<file path="config.mk">
export PLATFORM = sky130hd
export DESIGN_NAME = booth_seq
export DESIGN_NICKNAME = d
export VERILOG_FILES = /design/src/rtl/booth_seq_pkg.sv /design/src/rtl/cycle_counter.sv /design/src/rtl/booth_seq.sv
export SDC_FILE = /design/constraint.sdc
export NUM_CORES = 1
export LEC_CHECK = 0
export ABC_AREA = 0
export CAP_MARGIN = 40
export CORE_MARGIN = 1.5
export CORE_UTILIZATION = 35
export DETAILED_ROUTE_END_ITERATION = 10
export MAX_ROUTING_LAYER = met4
export RECOVER_POWER = 25
export SYNTH_ARGS = -nofsm -noshare
export SYNTH_HDL_FRONTEND = slang
export SYNTH_SLANG_ARGS = --single-unit
export TNS_END_PERCENT = 20
</file>
<file path="constraint.sdc">
create_clock -name clk -period 2.33 [get_ports clk]
set_input_delay 0.3495 -clock clk [delete_from_list [all_inputs] [get_ports clk]]
set_output_delay 0.3495 -clock clk [all_outputs]
set_load 0.02 [all_outputs]
</file>
<file path="src/rtl/booth_seq_pkg.sv">
// Shared types and defaults for the booth multiplier sequencer.
package booth_seq_pkg;

  typedef enum logic [2:0] {
    IDLE,
    LOAD_M,
    LOAD_Q,
    RUN,
    CAP_A,
    CAP_Q,
    RESP
  } state_e;

  localparam int DEF_M_CYC   = 1;
  localparam int DEF_Q_CYC   = 1;
  localparam int DEF_A_DLY   = 1;
  localparam int DEF_Q_DLY   = 1;
  localparam int DEF_TIMEOUT = 64;

  localparam int PROD_W = 16;
  localparam int CNT_W  = 8;

endpackage

</file>
<file path="src/rtl/cycle_counter.sv">
// Free-running wait counter with synchronous clear and a terminal-count flag.
module cycle_counter #(
  parameter int W = 8
) (
  input  logic         clk,
  input  logic         rst,
  input  logic         clr_i,
  input  logic         en_i,
  input  logic [W-1:0] tc_i,
  output logic         at_tc_o
);

  logic [W-1:0] cnt_q;

  always_ff @(posedge clk) begin
    if (rst || clr_i) begin
      cnt_q <= '0;
    end else if (en_i) begin
      cnt_q <= cnt_q + W'(1);
    end
  end

  assign at_tc_o = (cnt_q == tc_i);

endmodule

</file>
<file path="src/rtl/booth_seq.sv">
// Sequencer around the booth core: loads M/Q over inbus, waits for done,
// collects A/Q bytes from outbus and returns a signed 16-bit product.
module booth_seq
  import booth_seq_pkg::*;
#(
  parameter int M_CYC   = DEF_M_CYC,
  parameter int Q_CYC   = DEF_Q_CYC,
  parameter int A_DLY   = DEF_A_DLY,
  parameter int Q_DLY   = DEF_Q_DLY,
  parameter int TIMEOUT = DEF_TIMEOUT
) (
  input  logic              clk,
  input  logic              rst,
  input  logic              op_valid,
  output logic              op_ready,
  input  logic [7:0]        op_m,
  input  logic [7:0]        op_q,
  output logic              res_valid,
  input  logic              res_ready,
  output logic [PROD_W-1:0] res_product,
  output logic              res_err,
  output logic              booth_enable,
  output logic [7:0]        booth_inbus,
  input  logic              booth_done,
  input  logic [7:0]        booth_outbus
);

  state_e            state_q, state_d;
  logic [7:0]        m_q, q_q, inbus_q;
  logic [PROD_W-1:0] prod_q;
  logic              op_ready_q, res_valid_q, res_err_q, enable_q, done_q;

  logic [CNT_W-1:0]  cnt_tc;
  logic              cnt_at_tc, cnt_en, cnt_clr;
  logic              accept, done_rise;

  assign accept    = op_valid && op_ready_q;
  assign done_rise = booth_done && !done_q;

  // One counter serves every timed state; it restarts on each state change.
  always_comb begin
    cnt_tc = '0;
    cnt_en = 1'b0;
    case (state_q)
      LOAD_M: begin cnt_tc = CNT_W'(M_CYC - 1);   cnt_en = 1'b1; end
      LOAD_Q: begin cnt_tc = CNT_W'(Q_CYC - 1);   cnt_en = 1'b1; end
      RUN:    begin cnt_tc = CNT_W'(TIMEOUT - 1); cnt_en = 1'b1; end
      CAP_A:  begin cnt_tc = CNT_W'(A_DLY - 1);   cnt_en = 1'b1; end
      CAP_Q:  begin cnt_tc = CNT_W'(Q_DLY - 1);   cnt_en = 1'b1; end
      default: ;
    endcase
  end

  assign cnt_clr = (state_d != state_q);

  cycle_counter #(.W(CNT_W)) u_wait (
    .clk     (clk),
    .rst     (rst),
    .clr_i   (cnt_clr),
    .en_i    (cnt_en),
    .tc_i    (cnt_tc),
    .at_tc_o (cnt_at_tc)
  );

  always_comb begin
    state_d = state_q;
    case (state_q)
      IDLE:   if (accept) state_d = LOAD_M;
      LOAD_M: if (booth_done) state_d = RESP;
              else if (cnt_at_tc) state_d = LOAD_Q;
      LOAD_Q: if (booth_done) state_d = RESP;
              else if (cnt_at_tc) state_d = RUN;
      RUN:    if (done_rise) state_d = CAP_A;
              else if (cnt_at_tc) state_d = RESP;
      CAP_A:  if (cnt_at_tc) state_d = CAP_Q;
      CAP_Q:  if (cnt_at_tc) state_d = RESP;
      RESP:   if (res_ready) state_d = IDLE;
      default: state_d = IDLE;
    endcase
  end

  always_ff @(posedge clk) begin
    if (rst) begin
      state_q     <= IDLE;
      done_q      <= 1'b0;
      op_ready_q  <= 1'b0;
      res_valid_q <= 1'b0;
      res_err_q   <= 1'b0;
      enable_q    <= 1'b0;
      inbus_q     <= '0;
      m_q         <= '0;
      q_q         <= '0;
      prod_q      <= '0;
    end else begin
      state_q     <= state_d;
      done_q      <= booth_done;
      op_ready_q  <= (state_d == IDLE);
      res_valid_q <= (state_d == RESP);
      enable_q    <= accept;

      if (accept) begin
        m_q <= op_m;
        q_q <= op_q;
      end

      case (state_d)
        IDLE:     inbus_q <= '0;
        LOAD_M:   inbus_q <= accept ? op_m : m_q;
        LOAD_Q,
        RUN:      inbus_q <= q_q;
        default: ;
      endcase

      if (state_q == CAP_A && cnt_at_tc) prod_q[15:8] <= booth_outbus;
      if (state_q == CAP_Q && cnt_at_tc) prod_q[7:0]  <= booth_outbus;

      // Reaching RESP from anywhere but CAP_Q means timeout or early done.
      if (state_d == RESP && state_q != RESP && state_q != CAP_Q) begin
        res_err_q <= 1'b1;
        prod_q    <= '0;
      end else if (state_d == IDLE) begin
        res_err_q <= 1'b0;
      end
    end
  end

  assign op_ready     = op_ready_q;
  assign res_valid    = res_valid_q;
  assign res_err      = res_err_q;
  assign res_product  = prod_q;
  assign booth_enable = enable_q;
  assign booth_inbus  = inbus_q;

endmodule
</file>
==> flow_metrics.tcl <==
set metrics [dict create \
    status "completed" \
    mostFrequentLayoutCells "56 x dfxtp_1, 51 x clkdlybuf4s50_1, 42 x nand2_1" \
    drc_errors 0 \
    holdPathStages 2 \
    fp.dieArea_um2 7374 \
    drv_cap 0 \
    synthArstFlopShare 0 \
    grt_util_all_layers 0.1578 \
    antennaDiodeCount 0 \
    io_buffers 56 \
    clock-root-buffer "clkbuf_8" \
    placeableCoreArea_um2 6719 \
    ys_seq_elements 56 \
    arrival_ns 2.21 \
    synth-edff-count 0 \
    cp-end-kind "flop" \
    post_cts_buffers 0 \
    wl_per_cell_um 13.39 \
    worstHoldEndpoint "q_q[0]" \
    rsz0062_at_grt "no" \
    worstMarginPinSlew_ns 0.4996 \
    critPathLaunchType "primary input" \
    vias 2011 \
    cellLeakagePower_nw 1.242 \
    layout-drive-gt1-share 0.06769 \
    clk_latency_ns 0.30 \
    setup_violations 0 \
    post-route-min-period_ns 2.014 \
    r2r_slack_ns 0.34 \
    reg2regPathDepth 6 \
    netlist-cell-type-count 44 \
    clock-sinks 56 \
    htree_levels 2 \
    r2r-start "state_q[0]" \
    die_h_um 85.87 \
    gp_congestion 0.7736 \
    antenna_left 0 \
    setup_total_negative_slack_ns 0 \
    synth.avg_cell_area_um2 8.968 \
    crit_required_ns 2.53 \
    drv_slew 0 \
    antenna_found_initial 0 \
    grt_pass1_vias 1928 \
    ys_warn_count 0 \
    hp-class "flop to flop" \
    synth_cells 268 \
    path_max_fanout 16 \
    layout_commonest_cell "dfxtp_1" \
    r2r-end "res_err" \
    synth.net_count 298 \
    drtIter0Drc 101 \
    fmax_mhz 496.5 \
    peakVddDrop_uv 327.7 \
    grt_first_pass_wirelength_um 9204 \
    finalHoldViolations 0 \
    wl_um 5424 \
    critPathKind "primary input to flop" \
    yosysSeqAreaShare 0.4664 \
    row_count 30 \
    clk_pin_slew_ns 0.09 \
    via_per_inst 4.965 \
    min_from "q_q[0]" \
    grt_max_degree 32 \
    start_util 0.3577 \
    timing.final.crit_share 0.8643 \
    cts_buffer_depth 2 \
    drtPass1Iterations 4 \
    p_per_area_nw_per_um2 1092 \
    ys.flop_type "dfxtp_1" \
    cts_tree "yes" \
    cts_hold_buf 0 \
    final_util 0.4670 \
    die_w_um 85.87 \
    syn2layout_area_growth_pct 30.56 \
    num_io_pins 57 \
    fin_skew_ns 0.007349 \
    syn_area_um2 2404 \
    slew_headroom 0.6665 \
    cts_buffers 5 \
    cts-resized-gates 0 \
    nNetsFinal 355 \
    hpwl_um 3810 \
    grt-ovfl-total 0 \
]
[how the worst max path moves through the flow]
stage / start / end / slack (ns) / cells past startpoint
floorplan: booth_done / res_product[6] / 0.58 / 7
finish: booth_done / res_product[11] / 0.32 / 7
global placement: booth_done / res_product[3] / 0.13 / 7
global route: state_q[0] / res_err / 0.16 / 6
detailed placement: booth_done / booth_inbus[7] / 0.11 / 7
CTS: state_q[0] / res_err / 0.33 / 6
[flip-flops by register name (all words and copies together), names as in the netlist]
signal,count
res_product,16
booth_inbus,8
m_q,8
q_q,8
u_wait.cnt_q,8
state_q,3
booth_enable,1
done_q,1
op_ready,1
res_err,1
res_valid,1
[critical path: stages]
cell and delay, ns:
dlygate4sd3_1 0.60, nor2b_1 0.17, a311o_1 0.37, and2_1 0.20
o31ai_4 0.29, buf_12 0.18, nor2_1 0.05
[cells by family after synthesis]
| kind of cell | after synthesis | share of synthesized area |
|---|---|---|
| DFF | 56 | 0.4664 |
| buffers and inverters | 18 | 0.04321 |
| muxes | 17 | 0.07080 |
| and+or+nand+nor | 107 | 0.2015 |
| adders and majority gates | 1 | 0.005205 |
| xor gates and xnor gates | 7 | 0.02551 |
| AOI/OAI and AO/OA | 62 | 0.1874 |
[per-layer routing]
metal,global-route usage,part of all wire,vias to the layer above
met5,-,0,-
met4,0.03079,0.0085,0
met3,0.02599,0.034,4
met2,0.2341,0.46,40
met1,0.2275,0.50,911
li1,-,-,1056
[through the flow]
stage          instance area, um2  instances  hold slack [ns]  total power [mW]  setup WS [ns]
2_1_floorplan                2404        268           0.4272             2.450         0.5789
3_3_place_gp                 3064        398           0.4433             2.955         0.1334
3_5_place_dp                 3064        398           0.4471             2.971         0.1124
4_1_cts                      3142        405           0.4606             3.482         0.3318
5_1_grt                      3138        405           0.4846             3.703         0.1638
6_report                     3138        405           0.4572             3.427         0.3161
[cells in the mapped netlist, types with 2 or more instances]
master    instances  area [um2]
a21boi_0          8       60.06
a21oi_1          19       95.09
and2_1            3       18.77
and4_1            2       17.52
buf_2             2       10.01
buf_4             3       22.52
buf_6             3       33.78
clkbuf_1          7       26.28
dfxtp_1          56        1121
inv_1             3       11.26
mux2i_1          17       170.2
nand2_1          42       157.7
nand2b_1          2       12.51
nand3_1           6       30.03
nor2_1           31       116.4
nor2b_1           3       18.77
nor3_1           10       50.05
nor4_1            2       12.51
o21ai_0          12       60.06
o32ai_1           8       70.07
xnor2_1           2       17.52
xor2_1            5       43.79
[where the power goes]
group          leakage, nW  switching (mW)  internal [mW]
Sequential           0.455           0.156           1.14
Clock               0.0410           0.291          0.205
Combinational        0.747           0.919          0.721
Total                 1.24            1.37           2.06
[layout make-up]
| type | instances | area [um2] |
|---|---|---|
| Inverter | 3 | 11.26 |
| Multi-Input combinational cell | 194 | 1179 |
| Timing Repair Buffer | 65 | 649.4 |
| Tap cell | 80 | 100.1 |
| Clock buffer | 6 | 72.57 |
| Fill cell | 669 | 3581 |
| Clock inverter | 1 | 5.005 |
| Sequential cell | 56 | 1121 |
Power figures use the tool's default switching activity.
